`src/rtl/bloom_window_builder.sv`:
```
// Sliding byte window builder: each accepted byte yields one window per length MIN..fill.
// Optional statistics counters are enabled with macro BLOOM_WINDOW_BUILDER_STAT_EN.
module bloom_window_builder #(
  parameter int BYTE_W         = 8,
  parameter int MAX_STR_SIZE   = 20,
  parameter int MIN_STR_SIZE   = 3,
  parameter int MAX_STR_SIZE_W = $clog2(MAX_STR_SIZE) + 1
) (
  input  logic                                   clk_i,
  input  logic                                   arst_i,
  input  logic [BYTE_W-1:0]                      data_i,
  input  logic                                   sop_i,
  input  logic                                   eop_i,
  input  logic                                   valid_i,
  output logic                                   ready_o,
  output logic [MAX_STR_SIZE-1:0][BYTE_W-1:0]    window_data_o,
  output logic [MAX_STR_SIZE_W-1:0]              window_valid_bytes_o,
`ifdef BLOOM_WINDOW_BUILDER_STAT_EN
  output logic [31:0]                            bytes_cnt_o,
  output logic [31:0]                            windows_cnt_o,
  input  logic                                   stat_clean_stb_i,
`endif
  input  logic                                   window_ready_i
);

  localparam logic [MAX_STR_SIZE_W-1:0] L_MAX = MAX_STR_SIZE_W'(MAX_STR_SIZE);
  localparam logic [MAX_STR_SIZE_W-1:0] L_MIN = MAX_STR_SIZE_W'(MIN_STR_SIZE);
  localparam logic [MAX_STR_SIZE_W-1:0] L_ONE = MAX_STR_SIZE_W'(1);

  typedef enum logic {S_IDLE = 1'b0, S_EMIT = 1'b1} state_t;

  state_t                              r_state;
  state_t                              w_state_nxt;
  logic [MAX_STR_SIZE-1:0][BYTE_W-1:0] r_sr;
  logic [MAX_STR_SIZE_W-1:0]           r_fill;
  logic [MAX_STR_SIZE_W-1:0]           r_len;
  logic [MAX_STR_SIZE_W-1:0]           w_fill_new;
  logic                                r_eop;
  logic                                r_ready;
  logic                                w_accept;
  logic                                w_xfer;
  logic                                w_last;

  assign ready_o              = r_ready;
  assign w_accept             = valid_i & r_ready;
  assign window_valid_bytes_o = (r_state == S_EMIT) ? r_len : '0;
  assign w_xfer               = (window_valid_bytes_o != '0) & window_ready_i;
  assign w_last               = (r_len == r_fill);

  // Fill value the incoming byte would produce
  always_comb begin
    w_fill_new = r_fill;
    if (sop_i) begin
      w_fill_new = L_ONE;
    end else if (r_fill >= L_MAX) begin
      w_fill_new = L_MAX;
    end else begin
      w_fill_new = r_fill + L_ONE;
    end
  end

  // State register
  always_ff @(posedge clk_i or posedge arst_i) begin
    if (arst_i) begin
      r_state <= S_IDLE;
    end else begin
      r_state <= w_state_nxt;
    end
  end

  // Next-state logic
  always_comb begin
    w_state_nxt = r_state;
    case (r_state)
      S_IDLE: begin
        if (w_accept && (w_fill_new >= L_MIN)) w_state_nxt = S_EMIT;
        else                                   w_state_nxt = S_IDLE;
      end
      S_EMIT: begin
        if (w_xfer && w_last) w_state_nxt = S_IDLE;
        else                  w_state_nxt = S_EMIT;
      end
      default: w_state_nxt = S_IDLE;
    endcase
  end

  // ready_o is held low during reset and follows the state from the first edge after it
  always_ff @(posedge clk_i or posedge arst_i) begin
    if (arst_i) begin
      r_ready <= 1'b0;
    end else begin
      r_ready <= (w_state_nxt == S_IDLE);
    end
  end

  // Shift register, fill counter, window length and end-of-packet flag
  always_ff @(posedge clk_i or posedge arst_i) begin
    if (arst_i) begin
      r_sr   <= '0;
      r_fill <= '0;
      r_len  <= L_MIN;
      r_eop  <= 1'b0;
    end else if (w_accept) begin
      r_sr  <= {r_sr[MAX_STR_SIZE-2:0], data_i};
      r_eop <= eop_i;
      r_len <= L_MIN;
      // A closing byte too short to form a window ends the packet at once
      if (eop_i && (w_fill_new < L_MIN)) r_fill <= '0;
      else                               r_fill <= w_fill_new;
    end else if (w_xfer) begin
      if (w_last) begin
        r_len <= L_MIN;
        if (r_eop) r_fill <= '0;
        else       r_fill <= r_fill;
      end else begin
        r_len <= r_len + L_ONE;
      end
    end else begin
      r_len <= r_len;
    end
  end

  // Entries older than the current packet are masked to zero
  always_comb begin
    window_data_o = '0;
    for (int k = 0; k < MAX_STR_SIZE; k++) begin
      if (MAX_STR_SIZE_W'(k) < r_fill) window_data_o[k] = r_sr[k];
      else                             window_data_o[k] = '0;
    end
  end

`ifdef BLOOM_WINDOW_BUILDER_STAT_EN
  logic [31:0] r_bytes_cnt;
  logic [31:0] r_windows_cnt;

  // Statistics counters; a clear strobe beats a same-cycle increment
  always_ff @(posedge clk_i or posedge arst_i) begin
    if (arst_i) begin
      r_bytes_cnt   <= 32'd0;
      r_windows_cnt <= 32'd0;
    end else if (stat_clean_stb_i) begin
      r_bytes_cnt   <= 32'd0;
      r_windows_cnt <= 32'd0;
    end else begin
      if (w_accept) r_bytes_cnt   <= r_bytes_cnt + 32'd1;
      else          r_bytes_cnt   <= r_bytes_cnt;
      if (w_xfer)   r_windows_cnt <= r_windows_cnt + 32'd1;
      else          r_windows_cnt <= r_windows_cnt;
    end
  end

  assign bytes_cnt_o   = r_bytes_cnt;
  assign windows_cnt_o = r_windows_cnt;
`endif

endmodule

```
`config.mk`:
```
export PLATFORM = sky130hd
export DESIGN_NAME = bloom_window_builder
export DESIGN_NICKNAME = d
export VERILOG_FILES = /design/src/rtl/bloom_window_builder.sv
export SDC_FILE = /design/constraint.sdc
export NUM_CORES = 1
export LEC_CHECK = 0
export ABC_AREA = 1
export CELL_PAD_IN_SITES_DETAIL_PLACEMENT = 1
export CELL_PAD_IN_SITES_GLOBAL_PLACEMENT = 1
export CORE_MARGIN = 5
export CORE_UTILIZATION = 37
export DETAILED_ROUTE_END_ITERATION = 8
export PLACE_DENSITY_LB_ADDON = 0.25
export REMOVE_ABC_BUFFERS = 1
export SLEW_MARGIN = 5
export SYNTH_ARGS = -nofsm -noshare
export SYNTH_HDL_FRONTEND = slang
export SYNTH_SLANG_ARGS = --single-unit
```
`constraint.sdc`:
```
create_clock -name clk_i -period 7.2 [get_ports clk_i]
set_clock_uncertainty 0.05 [all_clocks]
set_input_delay 1.8 -clock clk_i [delete_from_list [all_inputs] [get_ports clk_i]]
set_output_delay 1.8 -clock clk_i [all_outputs]
set_load 0.02 [all_outputs]
```
# After elaboration in Yosys (flattened, before gate mapping)

Index checks and enable logic that the tools add are counted.

Bits in registers: 175
Input bits: 14

Add/sub/neg operators: 2
Magnitude comparators: 23
Equality and inequality tests: 1
Multiplexer cells: 34
Bitwise gates (word level): 4
Reductions and logical operators: 8

Operator list:

| cell                  | number |
|---|---|
| $mux W8               | 20 |
| $mux W6               | 11 |
| $lt A4 B6 Y1 const A  | 8 |
| $lt A3 B6 Y1 const A  | 4 |
| $lt A5 B6 Y1 const A  | 4 |
| $add A6 B1 Y6 const B | 2 |
| $lt A1 B6 Y1 const A  | 2 |
| $lt A2 B6 Y1 const A  | 2 |
| $eq A6 B6 Y1          | 1 |
| $ge A6 B2 Y1 const B  | 1 |
| $ge A6 B5 Y1 const B  | 1 |
| $lt A6 B2 Y1 const B  | 1 |
| $reduce_bool A2 Y1    | 3 |
| $reduce_bool A6 Y1    | 1 |
| $logic_and A1 B1 Y1   | 3 |
| $reduce_and A3 Y1     | 1 |
| $and A1 B1 Y1         | 2 |
| $mux W1               | 2 |
| $not A1 Y1            | 2 |
| $pmux W1 S2           | 1 |

# Longest topological paths before layout

Word-level depth: 8
Mapped depth: 11
Gate-level depth less buffers: 10

# Worst setup path after synthesis

No wires, ideal clock.

Path kind: reg2out
From: register r_fill[1]
To: output port window_data_o[100] in the netlist's numbering
Arrival time: 1418 ps
Data required time: 5350 ps
Slack: 3932 ps
Stages on the path, launching flop included: 7
Path buffers: 1
Cells stage by stage: dfrtp_1 -> buf_2 -> inv_2 -> ha_1 -> inv_1 -> a21oi_1 -> nor2_1

RTL lines:

| item                   | line | text |
|---|---|---|
| start, declared        | 35   | `logic [MAX_STR_SIZE_W-1:0] r_fill;` |
| start signal, assigned | 109  | `else r_fill <= w_fill_new;` |
| start signal, assigned | 114  | `else r_fill <= r_fill;` |
| end, declared          | 16   | `output logic [MAX_STR_SIZE-1:0][BYTE_W-1:0] window_data_o,` |

==> results.cfg <==
[run_status]
status = complete, no violations

[critical_path]
end_kind = primary output
start_kind = register
crit_required_ps = 5350
cp_data_arrival_time_ps = 3460
reg2reg_setup_slack_ps = 4820
worst-setup-path-type = reg2out
cp_max_fo = 12

[sta]
final-setup-viol-count = 0
fmax_mhz = 188
rsz0062_at_grt = no
finalHoldViolations = 0
worst_pin_slew_ps = 1110
fin_setup_tns_ps = 0
max_slew_margin = 0.261
maxSlewViolCount = 0
fin_crit_sh = 0.738
period_minus_slack_ps = 5310

[synthesis]
ys_ff_latch = 175
ys_types = 27
synth_edf_count = 0
synth_top_family_by_area = simple AND/OR/NAND/NOR gates
synth_top_cell_area_share = 0.538
synthTopCellsByCount = nand2_1, inv_1, dfrtp_1
yosys_warnings = 0
synthCells = 1055
synth_ff_type = dfrtp_1
synth_compound_area_frac = 0.105
avgSynthCellArea_um2 = 7.63
synth-xor-area-share = 0.00435
async_reset_ff_frac = 1.00
synthMuxAreaShare = 0
yosys.area_share.simple = 0.223
syn_area_um2 = 8050
ys_seq_area_frac = 0.544
synth_fa_ha_area_frac = 0.00466
synth.most_common_cell = nand2_1
yosys.area.top_type = dfrtp_1
synth_area_leaders = dfrtp_1, nand2_1, inv_1, o21ai_0, nor2_1

[drt]
wl_per_cell_um = 15.5
drt_iter0_markers = 347
firstDrtPassIters = 4
vias_per_cell = 4.65
via_count = 7003
drc = 0
ant_nets = 0
wl_um = 23300

[placed_design]
dpl.hpwl_um = 16500
port_buffers = 180
dp.cells = 1473
place_congestion = 0.798

[power]
pwr-share-seq = 0.392
powerDensity_nw_per_um2 = 395
swShare = 0.406
leakagePower_nw = 4.99
power.switching_mw = 1.71
power_frac_comb = 0.365
irDropWorstVdd_uv = 188
p_int_mw = 2.51
p_clk_frac = 0.243

[floorplan]
io_pins = 181
initial_core_util = 0.372
fp.dieW_um = 158
die_area_um2 = 24800
rows = 54
die_height_um = 158
core_um2 = 21600

[global_routing]
grt_pass1_vias = 7458
grt_pass1_wl_um = 38600
grt_max_degree = 133
antenna_found_initial = 0
grt.overflow.total = 0
grt_use_total = 0.195

[clock_tree]
cts_buffer_depth = 2
cts_buffers = 17
cts_sinks = 175
cts-resized-gates = 0
cts_hold_buf = 0
cts_tree = done
path_clk_slew_ps = 70
clockRootBuffer = clkbuf_16
htreeDepth = 4
post_cts_buffers = 0
clock_latency_ps = 420

[final_layout]
nFillCells = 2652
area_growth_pct = 32.8
final_nets = 1229
diodes = 0
seq_area_um2 = 4380
layout-drive-gt1-share = 0.0498
stdcell_count = 1505
multi_input_area_um2 = 2720

[flow_run]
maxCapViolations = 0

[worst_hold_path]
holdCritPathClass = reg2reg
[power by group through the flow]
stage	Sequential [mW]	Combinational, mW	Clock [mW]
5_1_grt	1.71	1.76	1.09
3_3_place_gp	1.65	1.50	0
6_report	1.66	1.54	1.03
3_5_place_dp	1.67	1.55	0
4_1_cts	1.66	1.57	1.05
2_1_floorplan	1.59	1.01	0
[cell families (layout without fill, tap and decap cells)]
group | count (synthesis) | in the layout
AND/OR/NAND/NOR | 463 | 463
adder cells (fa/ha/maj) | 3 | 3
buffers and inverters | 247 | 417
AO/OA/AOI/OAI | 163 | 163
XOR/XNOR | 4 | 4
flip-flops | 175 | 175
[path summary, 6_finish.rpt]
check / start / endpoint / depth (start not counted)
hold / removal: r_sr[129] / r_sr[129] / 2
setup reg to reg: ready_o / r_fill[1] / 6
hold reg to reg: r_sr[129] / r_sr[129] / 2
setup / recovery: r_fill[4] / window_data_o[33] / 7
max in group asynchronous: arst_i / r_sr[62] / 3
min in group asynchronous: arst_i / r_state / 2
[final cells by class]
type	count	share of cell area
clock buffer	18	0.0401
multi-input combinational	633	0.254
clock inverter	14	0.0205
tap	280	0.0328
timing repair buffer	183	0.171
sequential	175	0.410
inverter	202	0.0719
[routing by layer]
metal / vias up / part of all wire / track usage
met4: 0 / 0.015 / 0.0508
met3: 25 / 0.056 / 0.0476
met5: - / 0 / 0
li1: 3453 / - / -
met1: 3389 / 0.45 / 0.255
met2: 136 / 0.48 / 0.326
[sequential cells by signal, indices dropped and copies added, names as in the netlist]
register and count:
r_len 6, r_sr 160, r_eop 1, r_fill 6
ready_o 1, r_state 1
[through the flow]
step | power (mW) | hold WS [ps] | util | area, um^2 | worst slack (ps)
global placement | 3.15 | 415 | 0.464 | 10000 | 2430
detailed placement | 3.23 | 423 | 0.464 | 10000 | 2280
finish | 4.22 | 434 | 0.494 | 10700 | 1890
global route | 4.56 | 451 | 0.494 | 10700 | 1620
CTS | 4.28 | 440 | 0.494 | 10700 | 1820
floorplan | 2.60 | 402 | - | 7850 | -1210
[cells in the final DEF, fill, tap and decap left out, types with 2 or more instances in the layout]
cell type        synthesis  layout
a21oi_1                  4       4
buf_4                    3       3
bufinv_16                0       4
clkbuf_16                0      17
clkdlybuf4s50_1          0     180
dfrtp_1                173     173
dfstp_2                  2       2
ha_1                     3       3
inv_1                  195     193
inv_2                    6       7
inv_6                    0       6
inv_8                    0       3
nand2_1                303     302
nand2_2                  4       4
nand3_1                  9       9
nand3_2                  2       2
nand4_1                  5       5
nor2_1                 136     136
nor2_2                   2       2
o21ai_0                145     145
o21ai_1                  8       8
o21ai_2                  5       5
xor2_1                   3       3
[worst max-delay path, cell delays in order (launching register included)]
cell and delay (ps):
dfrtp_1 450, nor2_2 530, inv_4 100, nor2_1 760, inv_2 170, o22ai_2 370
nor2_1 90, clkdlybuf4s50_1 560
(Power assumes the default switching activity.)
